--- config.mk ---
export PLATFORM = sky130hd
export DESIGN_NAME = msgpass_buff_rd_sched_flat
export DESIGN_NICKNAME = d
export VERILOG_FILES = /design/src/rtl/msgpass_buff_rd_sched_if.sv /design/src/rtl/msgpass_buff_rd_sched.sv /design/src/flat_wrapper.sv
export SDC_FILE = /design/constraint.sdc
export NUM_CORES = 1
export LEC_CHECK = 0
export CAP_MARGIN = 20
export CORE_MARGIN = 3
export CORE_UTILIZATION = 28
export CTS_CLUSTER_DIAMETER = 40
export DETAILED_ROUTE_END_ITERATION = 7
export HOLD_SLACK_MARGIN = 0.05
export SETUP_SLACK_MARGIN = 0.3
export SKIP_CTS_REPAIR_TIMING = 1
export SLEW_MARGIN = 40
export SYNTH_ARGS = -nofsm -noshare
export SYNTH_HDL_FRONTEND = slang
export SYNTH_SLANG_ARGS = --single-unit
export TNS_END_PERCENT = 20
--- constraint.sdc ---
create_clock -name sys_clk -period 2.35 [get_ports sys_clk]
set_input_delay 0.5875 -clock sys_clk [delete_from_list [all_inputs] [get_ports sys_clk]]
set_output_delay 0.5875 -clock sys_clk [all_outputs]
set_load 0.02 [all_outputs]
--- src/rtl/msgpass_buff_rd_sched_if.sv ---
// Read-port A sequencing bundle for the message-pass buffer.
// Master drives window control and conflict flags; slave drives the read port.
interface msgpass_buff_rd_sched_if #(
  parameter int ADDR_WIDTH = 4,
  parameter int DRC_NUM    = 1
);
  logic                  start_i;
  logic [ADDR_WIDTH-1:0] base_addr_i;
  logic [ADDR_WIDTH:0]   len_i;
  logic                  abort_i;
  logic [DRC_NUM-1:0]    is_drc_i;
  logic [ADDR_WIDTH-1:0] raddr_o;
  logic                  cen_o;
  logic                  scu_busy_o;
  logic                  done_o;

  modport master (
    output start_i, base_addr_i, len_i,
    output abort_i, is_drc_i,
    input  raddr_o, cen_o, scu_busy_o, done_o
  );

  modport slave (
    input  start_i, base_addr_i, len_i,
    input  abort_i, is_drc_i,
    output raddr_o, cen_o, scu_busy_o, done_o
  );
endinterface

--- src/rtl/msgpass_buff_rd_sched.sv ---
// Streams a programmed window of buffer entries out of read port A,
// holding the stream while memShare reports a double-request conflict.
module msgpass_buff_rd_sched #(
  parameter int ADDR_WIDTH = 4,
  parameter int DEPTH      = 16,
  parameter int DRC_NUM    = 1
) (
  input logic sys_clk,
  input logic rst,
  msgpass_buff_rd_sched_if.slave bus
);

  typedef enum logic [1:0] {
    IDLE,
    STREAM,
    DRAIN,
    DONE
  } state_t;

  localparam logic [ADDR_WIDTH:0] DEPTH_W =
    (ADDR_WIDTH+1)'(DEPTH);
  localparam logic [ADDR_WIDTH:0] ONE_W =
    (ADDR_WIDTH+1)'(1);
  localparam logic [ADDR_WIDTH-1:0] ONE_A =
    ADDR_WIDTH'(1);
  localparam logic [ADDR_WIDTH-1:0] LAST_A =
    ADDR_WIDTH'(DEPTH - 1);

  state_t                state;
  logic [ADDR_WIDTH-1:0] raddr;
  logic [ADDR_WIDTH-1:0] nextAddr;
  logic [ADDR_WIDTH:0]   remaining;
  logic [ADDR_WIDTH:0]   lenClamp;
  logic                  zeroHold;
  logic                  drc;
  logic                  readEn;

  assign drc = |bus.is_drc_i;

  assign lenClamp = (bus.len_i > DEPTH_W) ?
    DEPTH_W : bus.len_i;

  // wrap at DEPTH, which may be below 2**ADDR_WIDTH
  assign nextAddr = (raddr == LAST_A) ?
    '0 : raddr + ONE_A;

  assign readEn = (state == STREAM) &&
    !drc && !bus.abort_i;

  assign bus.raddr_o    = raddr;
  assign bus.cen_o      = readEn;
  assign bus.scu_busy_o = (state != IDLE);
  assign bus.done_o     = (state == DONE) &&
    !zeroHold && !bus.abort_i;

  // zeroHold pads an empty window so it still
  // takes two cycles from start to done
  always_ff @(posedge sys_clk or posedge rst) begin
    if (rst) begin
      state     <= IDLE;
      raddr     <= '0;
      remaining <= '0;
      zeroHold  <= 1'b0;
    end else if (bus.abort_i && state != IDLE) begin
      state     <= IDLE;
      remaining <= '0;
      zeroHold  <= 1'b0;
    end else begin
      unique case (state)
        IDLE: begin
          if (bus.start_i) begin
            if (lenClamp == '0) begin
              state    <= DONE;
              zeroHold <= 1'b1;
            end else begin
              state     <= STREAM;
              raddr     <= bus.base_addr_i;
              remaining <= lenClamp;
            end
          end
        end
        STREAM: begin
          if (readEn) begin
            raddr     <= nextAddr;
            remaining <= remaining - ONE_W;
            if (remaining == ONE_W)
              state <= DRAIN;
          end
        end
        DRAIN: begin
          if (!drc)
            state <= DONE;
        end
        DONE: begin
          if (zeroHold)
            zeroHold <= 1'b0;
          else
            state <= IDLE;
        end
      endcase
    end
  end

endmodule

--- src/flat_wrapper.sv ---
// flat-port wrapper written by rule: the top's interface ports become plain ports
module msgpass_buff_rd_sched_flat 
#(
  parameter int ADDR_WIDTH = 4,
  parameter int DEPTH      = 16,
  parameter int DRC_NUM    = 1
)
  (sys_clk, rst, bus_start_i, bus_base_addr_i, bus_len_i, bus_abort_i, bus_is_drc_i, bus_raddr_o, bus_cen_o, bus_scu_busy_o, bus_done_o);
  msgpass_buff_rd_sched_if #(.ADDR_WIDTH(ADDR_WIDTH), .DRC_NUM(DRC_NUM)) bus_i ();
  input logic sys_clk;
  input logic rst;
  input wire logic [$bits(bus_i.start_i)-1:0] bus_start_i;
  input wire logic [$bits(bus_i.base_addr_i)-1:0] bus_base_addr_i;
  input wire logic [$bits(bus_i.len_i)-1:0] bus_len_i;
  input wire logic [$bits(bus_i.abort_i)-1:0] bus_abort_i;
  input wire logic [$bits(bus_i.is_drc_i)-1:0] bus_is_drc_i;
  output wire logic [$bits(bus_i.raddr_o)-1:0] bus_raddr_o;
  output wire logic [$bits(bus_i.cen_o)-1:0] bus_cen_o;
  output wire logic [$bits(bus_i.scu_busy_o)-1:0] bus_scu_busy_o;
  output wire logic [$bits(bus_i.done_o)-1:0] bus_done_o;
  assign bus_i.start_i = bus_start_i;
  assign bus_i.base_addr_i = bus_base_addr_i;
  assign bus_i.len_i = bus_len_i;
  assign bus_i.abort_i = bus_abort_i;
  assign bus_i.is_drc_i = bus_is_drc_i;
  assign bus_raddr_o = bus_i.raddr_o;
  assign bus_cen_o = bus_i.cen_o;
  assign bus_scu_busy_o = bus_i.scu_busy_o;
  assign bus_done_o = bus_i.done_o;
  msgpass_buff_rd_sched #(.ADDR_WIDTH(ADDR_WIDTH), .DEPTH(DEPTH), .DRC_NUM(DRC_NUM)) u_core (.sys_clk(sys_clk), .rst(rst), .bus(bus_i));
endmodule
* Word level (Yosys, flattened, before mapping)
Cells that the tools add are included.
Word-level totals: output and inout bits 7, bits of input ports 14, register bits after elaboration 12
Operators by class: reduce and logical (&&, ||, !) cells 18, muxes and demuxes 23, bitwise logic cells 1, equal/unequal tests 15, add/subtract/negate cells 2, magnitude comparators 1
Operator list (number):
- 5-bit 2-to-1 mux | 5
- 4-bit 2-to-1 mux | 4
- 2-bit 2-to-1 mux | 7
- 5-bit case mux with 2 select lines | 1
- 5-bit AND reduction | 2
- 3-bit by 2-bit != test with 1-bit output (second input constant) | 3
- 3-bit != test (second input constant) | 3
- 2-bit case mux with 4 select lines | 1
- 4-bit case mux with 2 select lines | 1
- 2-bit != test (second input constant) | 3
- 3-bit nonzero test | 2
- 5-bit by 1-bit equality test with 1-bit output (second input constant) | 1
- 5-bit greater-than comparator (second input constant) | 1
- 1-bit logical AND | 5
- 5-bit zero test | 1
- 5-bit by 1-bit subtractor with 5-bit output (second input constant) | 1
- 4-bit by 1-bit adder with 4-bit output (second input constant) | 1
- 2-bit equality test (second input constant) | 2
- 4-bit equality test (second input constant) | 1
- 4-bit AND reduction | 1
- 2-bit nonzero test | 2
- 1-bit zero test | 3
- 1-bit 2-to-1 mux | 3
- 3-bit by 1-bit != test with 1-bit output (second input constant) | 1
- 5 further kinds | 5

* Depth between registers and ports, before layout
Gate-level depths: netlist (run 1).
depth after elaboration 7, gate-level depth with buffers 7, depth with buffers taken out 6

* Worst setup path after synthesis (run 1)
Ideal clock, no wire load.
path type input -> register, from in bus_len_i[0], to reg u_core.remaining[2], required time 2225 ps, arrival time 1894 ps, buffers on the path 1, stages 5, setup time 125 ps, slack 331 ps, cells stage by stage or4_4 > nor3_4 > or3_1 > buf_4 > mux2_2
Between the ends: longest elaborated chain between the ends 6, elaborated cells between the ends (all ways) 9
Ends and longest elaborated chain:
- from (decl) | line flat_wrapper.sv:14 | input wire logic [$bits(bus_i.len_i)-1:0] bus_len_i;
- 5-bit greater-than comparator | line msgpass_buff_rd_sched.sv:40 | assign lenClamp = (bus.len_i > DEPTH_W) ?
- 5-bit 2-to-1 mux * | line msgpass_buff_rd_sched.sv:40
- 5-bit 2-to-1 mux | line msgpass_buff_rd_sched.sv:72 | if (lenClamp == '0) begin
- 5-bit 2-to-1 mux | line msgpass_buff_rd_sched.sv:71 | if (bus.start_i) begin
- 5-bit case mux with 2 select lines | line msgpass_buff_rd_sched.sv:69 | unique case (state)
- 5-bit 2-to-1 mux | line msgpass_buff_rd_sched.sv:64 | end else if (bus.abort_i && state != IDLE) begin
- to (signal assigned) | line msgpass_buff_rd_sched.sv:78 | remaining <= lenClamp;
- to (signal assigned) | line msgpass_buff_rd_sched.sv:85 | remaining <= remaining - ONE_W;
- to (decl) | line msgpass_buff_rd_sched.sv:32 | logic [ADDR_WIDTH:0] remaining;
Mark *: on every way between the ends. The rest lies on a longest branch, timed or not. The select of a mux whose other input is x is not followed. A chain may end at the register's enable or synchronous reset.

* Final worst setup path (run 1)
from reg u_core.state[1], to reg u_core.remaining[3]
Between the ends: longest elaborated chain between the ends 5, elaborated cells between the ends (all ways) 13
Ends and longest elaborated chain:
- from (decl) | line msgpass_buff_rd_sched.sv:29 | state_t state;
- from (signal assigned) | line msgpass_buff_rd_sched.sv:60 | state <= IDLE;
- from (signal assigned) | line msgpass_buff_rd_sched.sv:65 | state <= IDLE;
- from (signal assigned) | line msgpass_buff_rd_sched.sv:73 | state <= DONE;
- 2-bit by 1-bit equality test with 1-bit output | line msgpass_buff_rd_sched.sv:47, msgpass_buff_rd_sched.sv:69
- 1-bit logical AND | line msgpass_buff_rd_sched.sv:47 | assign readEn = (state == STREAM) &&
- 1-bit logical AND | line msgpass_buff_rd_sched.sv:48 | !drc && !bus.abort_i;
- 3-bit != test (no line)
- 4-bit AND reduction (no line)
Parallel ways exist; a longest one is shown, timed or not.

==> results.tsv, run 1 <==
stage	metric	value	unit
synthesis	Synth Area per Inst	9.35	um^2
cts	clock latency on the worst-skew pair	0.28	ns
floorplan	Core ar.	3130	um^2
worst_hold_path	Tightest Hold Check Type	reg2reg	
synthesis	Syn Nets	122	
critical_path	Worst path max stage delay	0.42	ns
layout	n_diodes	0	
global_route	largest net degree at the start of global routing	14	
synthesis	Mapped Area	945	um^2
timing	worst slew pin tran	0.538	ns
timing	RSZ-0062 raised after global routing	yes	
critical_path	Worst path slowest cell	or3_4	
timing	hold slack final	0.558	ns
critical_path	Crit path required time	2.51	ns
critical_path	CP Capture Type	register	
power	P_leak	0.000676	uW
synthesis	cell taking the most area after synthesis	dfrtp_1	
critical_path	CP Launch Type	register	
critical_path	Register-to-Register Setup Slack	0.29	ns
global_route	first-pass GRT wire length	4.11	mm
place	IO buf count	20	
timing	Max-slew headroom	64.0	%
detailed_routing	Wirelength per Cell	13.9	um
detailed_routing	number of DRC markers in iteration 0	28	
timing	count of pins over their slew limit	0	
synthesis	Synth warnings	0	
synthesis	Unique masters post-synth	39	
critical_path	critical path's top delay family	compound AO/OA/AOI/OAI gates	
detailed_routing	DRC Markers	0	
global_route	GRT Util Overall	12.8	%
synthesis	Synth async-reset ratio	100	%
timing	Fmax achieved	486	MHz
run_status	outcome	complete, no violations	
critical_path	crit-path max FO	13	
cts	CTS max path bufs	2	
global_route	gr ovfl total	0	
synthesis	Synth Register Bits	12	
floorplan	Die Height	64.1	um
synthesis	sequential-to-total area share from yosys stat	31.8	%
cts	CTS Buf Count	3	
detailed_routing	1st-pass router iterations	4	
timing	# setup viols final	0	
detailed_routing	post-route ant nets	0	
critical_path	WP buf/inv	3	
synthesis	top cells by area, synth	dfrtp_1, ha_1, mux2_2, nor3b_1, o21ai_0	
power	Tot Pwr	1860	uW
floorplan	die span in x	64.1	um
critical_path	crit path kind	reg2reg	
detailed_routing	WL final	2.53	mm
global_route	vias in the first global route	924	
synthesis	Synth Instances	101	
synthesis	Main synth FF type	dfrtp_1	
layout	share of post-route cells with drive strength above 1	26.1	%
flow_run	max_cap viols	0	
timing	Final Skew	0.00331	ns
cts	clock slew at reported path FFs	0.08	ns
layout	fillers	315	
layout	area growth from synthesis to layout	48.2	%
floorplan	# IOs	21	
cts	H-tree depth	1	
timing	Final Hold Fails	0	
cts	CTS tree	yes	
floorplan	Cell Rows	20	
layout	final net count	160	
floorplan	die footprint	4110	um^2
critical_path	crit-path cells	inv_1, ha_2, buf_4, a211oi_1, or3_4, buf_6, a221o_1	
power	maximum vdd drop	0.000758	V
timing	period utilization	87.5	%
timing	setup TNS	0	ns
cts	clock sink total	12	
global_route	initial antenna violation count	0	
timing	Final Critical Period	2.06	ns
critical_path	WP data arrival	2.22	ns
power	Pwr Density	1330	nW/um^2
cts	Root Driver	clkbuf_4	
place	post-DP HPWL	1.92	mm
synthesis	top-area cell type share of the netlist area	31.8	%
detailed_routing	vias per cell	4.92	
layout	Register Area	300	um^2
layout	area of the multi-input gates	639	um^2
floorplan	Starting Density	30.2	%
place	gpl congestion	0.747	
detailed_routing	via count	896	
synthesis	Post-synth EDFFs	0	
-- Yosys cell counts (4+ instances only) --
| cell type | number |
|---|---|
| inv_1 | 8 |
| nor2_1 | 5 |
| a21oi_1 | 5 |
| nand2_1 | 4 |
| nor2b_1 | 4 |
| nor3b_1 | 6 |
| dfrtp_1 | 12 |
| ha_1 | 7 |
| mux2_2 | 6 |
| o21ai_0 | 7 |
-- cells by family (layout without fill, tap and decap cells) --
| kind of cell | after synthesis | count (layout) | share of synthesized area (%) |
|---|---|---|---|
| multiplexers | 8 | 8 | 9.27 |
| adder cells (fa/ha/maj) | 7 | 7 | 9.27 |
| AND/OR/NAND/NOR | 32 | 32 | 21.3 |
| flip-flops | 12 | 12 | 31.8 |
| buffers and inverters | 11 | 48 | 4.77 |
| XOR/XNOR | 1 | 1 | 0.927 |
| AO/OA/AOI/OAI | 30 | 30 | 22.6 |
-- state kept, by name, summed over array words and instances, names as in the netlist --
name and count:
u_core.zeroHold 1, u_core.remaining 5, u_core.bus.raddr_o 4, u_core.state 2
-- path summary, 6_finish.rpt --
path / from / to / depth (start not counted)
max: u_core.state[1] / u_core.remaining[3] / 7
max in group asynchronous: rst / u_core.remaining[1] / 2
min in group asynchronous: rst / u_core.state[0] / 2
max reg2reg: u_core.state[1] / u_core.remaining[3] / 7
min: u_core.zeroHold / u_core.zeroHold / 1
min reg2reg: u_core.zeroHold / u_core.zeroHold / 1
-- where the power goes --
| part | switching (uW) | internal (uW) |
|---|---|---|
| Sequential | 104 | 305 |
| Clock | 76.3 | 94.2 |
| Combinational | 608 | 674 |
| Total | 788 | 1070 |
-- layout make-up --
type	instances	share of cell area, %
well taps	44	3.93
inverters	8	2.14
repair buffers	36	24.2
multi-input cells	78	45.7
clock buffers	4	2.59
flip-flops and latches	12	21.4
-- placed cells by master, fill, tap and decap left out, types with 2 or more instances in the layout --
| master | instances |
|---|---|
| buf_4 | 15 |
| dfrtp_1 | 12 |
| clkdlybuf4s50_1 | 11 |
| inv_1 | 8 |
| dlymetal6s2s_1 | 8 |
| o21ai_0 | 7 |
| nor3b_1 | 6 |
| a21oi_1 | 5 |
| mux2_2 | 5 |
| ha_1 | 5 |
| nor2_1 | 4 |
| nand2_1 | 4 |
| nor2b_1 | 3 |
| clkbuf_4 | 3 |
| nor3_4 | 2 |
| nand2b_1 | 2 |
| a221o_1 | 2 |
| mux2i_1 | 2 |
| a31oi_1 | 2 |
| o211ai_1 | 2 |
-- layer usage --
metal,wire length [um],up-vias,track usage (%)
met3,100,2,0.703
met1,1150,416,16.0
li1,-,452,-
met2,1250,26,22.1
met5,0,-,0
met4,27,0,6.47
-- stage by stage --
step,util (%),std cells,instance area (um^2),setup slack [ns]
4_1_cts,42.6,181,1330,-0.212
6_report,44.8,182,1400,0.294
3_3_place_gp,41.5,177,1300,-0.154
3_5_place_dp,41.5,177,1300,-0.203
2_1_floorplan,-,101,945,0.331
5_1_grt,44.8,182,1400,0.200
-- worst register-to-register path: cells and delay by family (launching register included) --
family | cells | cell delay [ns]
and+or+nand+nor | 1 | 0.42
buffers and inverters | 3 | 0.44
DFF | 1 | 0.40
AOI/OAI and AO/OA | 2 | 0.45
adders and majority gates | 1 | 0.23
No activity file was read; power rests on OpenSTA's default activity.
==> run 2, diff against run 1 <==
- CORE_UTILIZATION: 28 -> 49
- PLACE_DENSITY: unset -> 0.78
==> run 2 against run 1 <==
Against the previous run: setup slack better by 0.053 ns; cell count is 8.8% lower; first-iteration DRC count stayed put; clock-buffer cell count is 1 lower; combinational power is 5% higher; fmax is 2.6% higher; worst hold slack worse by 0.029 ns; critical path depth is 3 lower; clock skew is 0.0023 ns lower; utilization is 35 points higher; total power is 0.84% higher; largest cell class unchanged.
==> results.tsv, run 2 (synthesized netlist as in run 1, its figures left out) <==
stage	metric	value	unit
run_status	outcome	complete, no violations	
timing	Final Skew	0.00101	ns
timing	# setup viols final	0	
critical_path	Worst path max stage delay	0.39	ns
power	P_leak	0.000703	uW
place	gpl congestion	0.890	
critical_path	crit-path max FO	4	
place	Post-DP Area	1270	um^2
floorplan	Cell Rows	15	
cts	CTS tree	yes	
detailed_routing	WL final	2.58	mm
timing	Final Critical Period	2.00	ns
critical_path	CP Launch Type	register	
layout	largest register by flop count	u_core.remaining	
power	Pwr Density	1330	nW/um^2
layout	number of flip-flops in the largest register	5	
cts	H-tree depth	1	
flow_run	max_cap viols	0	
floorplan	Starting Density	53.5	%
power	combinational share of power	71.1	%
critical_path	Worst path slowest cell	dfrtp_1	
timing	worst slew pin tran	0.531	ns
floorplan	die span in x	49.9	um
critical_path	crit path kind	reg2out	
place	post-DP HPWL	1.89	mm
critical_path	CP Capture Type	output port	
critical_path	WP buf/inv	2	
floorplan	# IOs	21	
detailed_routing	vias per cell	5.89	
cts	clock slew at reported path FFs	0.07	ns
detailed_routing	number of DRC markers in iteration 0	28	
timing	Final Hold Fails	0	
global_route	gr ovfl total	0	
global_route	largest net degree at the start of global routing	13	
cts	CTS Buf Count	3	
floorplan	Die Height	49.9	um
layout	area growth from synthesis to layout	48.9	%
global_route	GRT Util Overall	21.8	%
detailed_routing	Wirelength per Cell	15.6	um
cts	clock sink total	12	
timing	RSZ-0062 raised after global routing	no	
detailed_routing	via count	977	
layout	Final Cell Area	1410	um^2
layout	most frequent cells in the layout	buf_4, clkdlybuf4s50_1, dfrtp_1, dlymetal6s2s_1, o21ai_0	
timing	period utilization	85.2	%
power	Seq pwr share	22.2	%
detailed_routing	1st-pass router iterations	4	
power	switching power	809	uW
power	sw frac	43.1	%
critical_path	WP data arrival	1.42	ns
floorplan	die footprint	2490	um^2
timing	Max-slew headroom	64.5	%
power	Power Internal	1070	uW
place	IO buf count	20	
cts	Root Driver	clkbuf_4	
critical_path	critical path's top delay family	flip-flops	
layout	n_diodes	0	
timing	count of pins over their slew limit	0	
power	maximum vdd drop	0.000861	V
cts	clock latency on the worst-skew pair	0.27	ns
cts	CTS max path bufs	2	
layout	most common cell after layout, fill and taps aside	buf_4	
critical_path	Crit path required time	1.76	ns
floorplan	Core ar.	1760	um^2
detailed_routing	post-route ant nets	0	
power	clock network power share	6.7	%
detailed_routing	DRC Markers	0	
global_route	first-pass GRT wire length	4.23	mm
worst_hold_path	Tightest Hold Check Type	reg2reg	
global_route	initial antenna violation count	0	
global_route	vias in the first global route	970	
layout	post-layout util	79.7	%
timing	Fmax achieved	499	MHz
layout	final net count	164	
critical_path	crit-path cells	buf_4, ha_1, nor3b_1, dlymetal6s2s_1	
layout	share of post-route cells with drive strength above 1	27.7	%
[run 2: final cells by class]
| cell class | instances | area (um^2) |
|---|---|---|
| inverters | 8 | 30.0 |
| fillers | 130 | 358 |
| flip-flops and latches | 12 | 302 |
| clock buffers | 3 | 22.5 |
| well taps | 25 | 31.3 |
| multi-input cells | 78 | 641 |
| repair buffers | 40 | 380 |
[run 2: per-layer routing]
layer | wire length, um | GRT usage [%] | part of all wire [%] | up-vias
met1 | 1140 | 25.9 | 44 | 467
met2 | 1230 | 37.4 | 48 | 43
met4 | 56 | 8.29 | 2.2 | 0
met3 | 161 | 5.14 | 6.2 | 8
met5 | 0 | 0 | 0 | -
li1 | - | - | - | 459
[run 2: final timing paths]
check / from / end / slack, ns / cells after the start
max: u_core.state[1] / bus_done_o / 0.35 / 4
min: u_core.zeroHold / u_core.zeroHold / 0.53 / 1
max reg2reg: u_core.state[1] / u_core.remaining[3] / 0.37 / 8
min reg2reg: u_core.zeroHold / u_core.zeroHold / 0.53 / 1
max in group asynchronous: rst / u_core.state[0] / 1.35 / 2
min in group asynchronous: rst / u_core.bus.raddr_o[3] / 0.64 / 2
[run 2: power by group through the flow]
stage	clock [uW]	combinational, uW	sequential, uW
after global routing	138	1450	433
after global placement	0	1140	406
after CTS	128	1180	408
after detailed placement	0	1170	410
after floorplan	0	747	431
final	126	1340	416
[run 2: per-stage QoR]
step / power, uW / setup TNS (ns) / std cells / setup slack [ns] / hold slack, ns
after floorplan: 1180 / 0 / 101 / 0.331 / 0.452
after global routing: 2020 / 0 / 166 / 0.271 / 0.571
after detailed placement: 1580 / -0.883 / 158 / -0.167 / 0.510
final: 1880 / 0 / 166 / 0.347 / 0.529
after global placement: 1540 / -0.576 / 158 / -0.129 / 0.506
after CTS: 1710 / -0.338 / 161 / -0.149 / 0.526
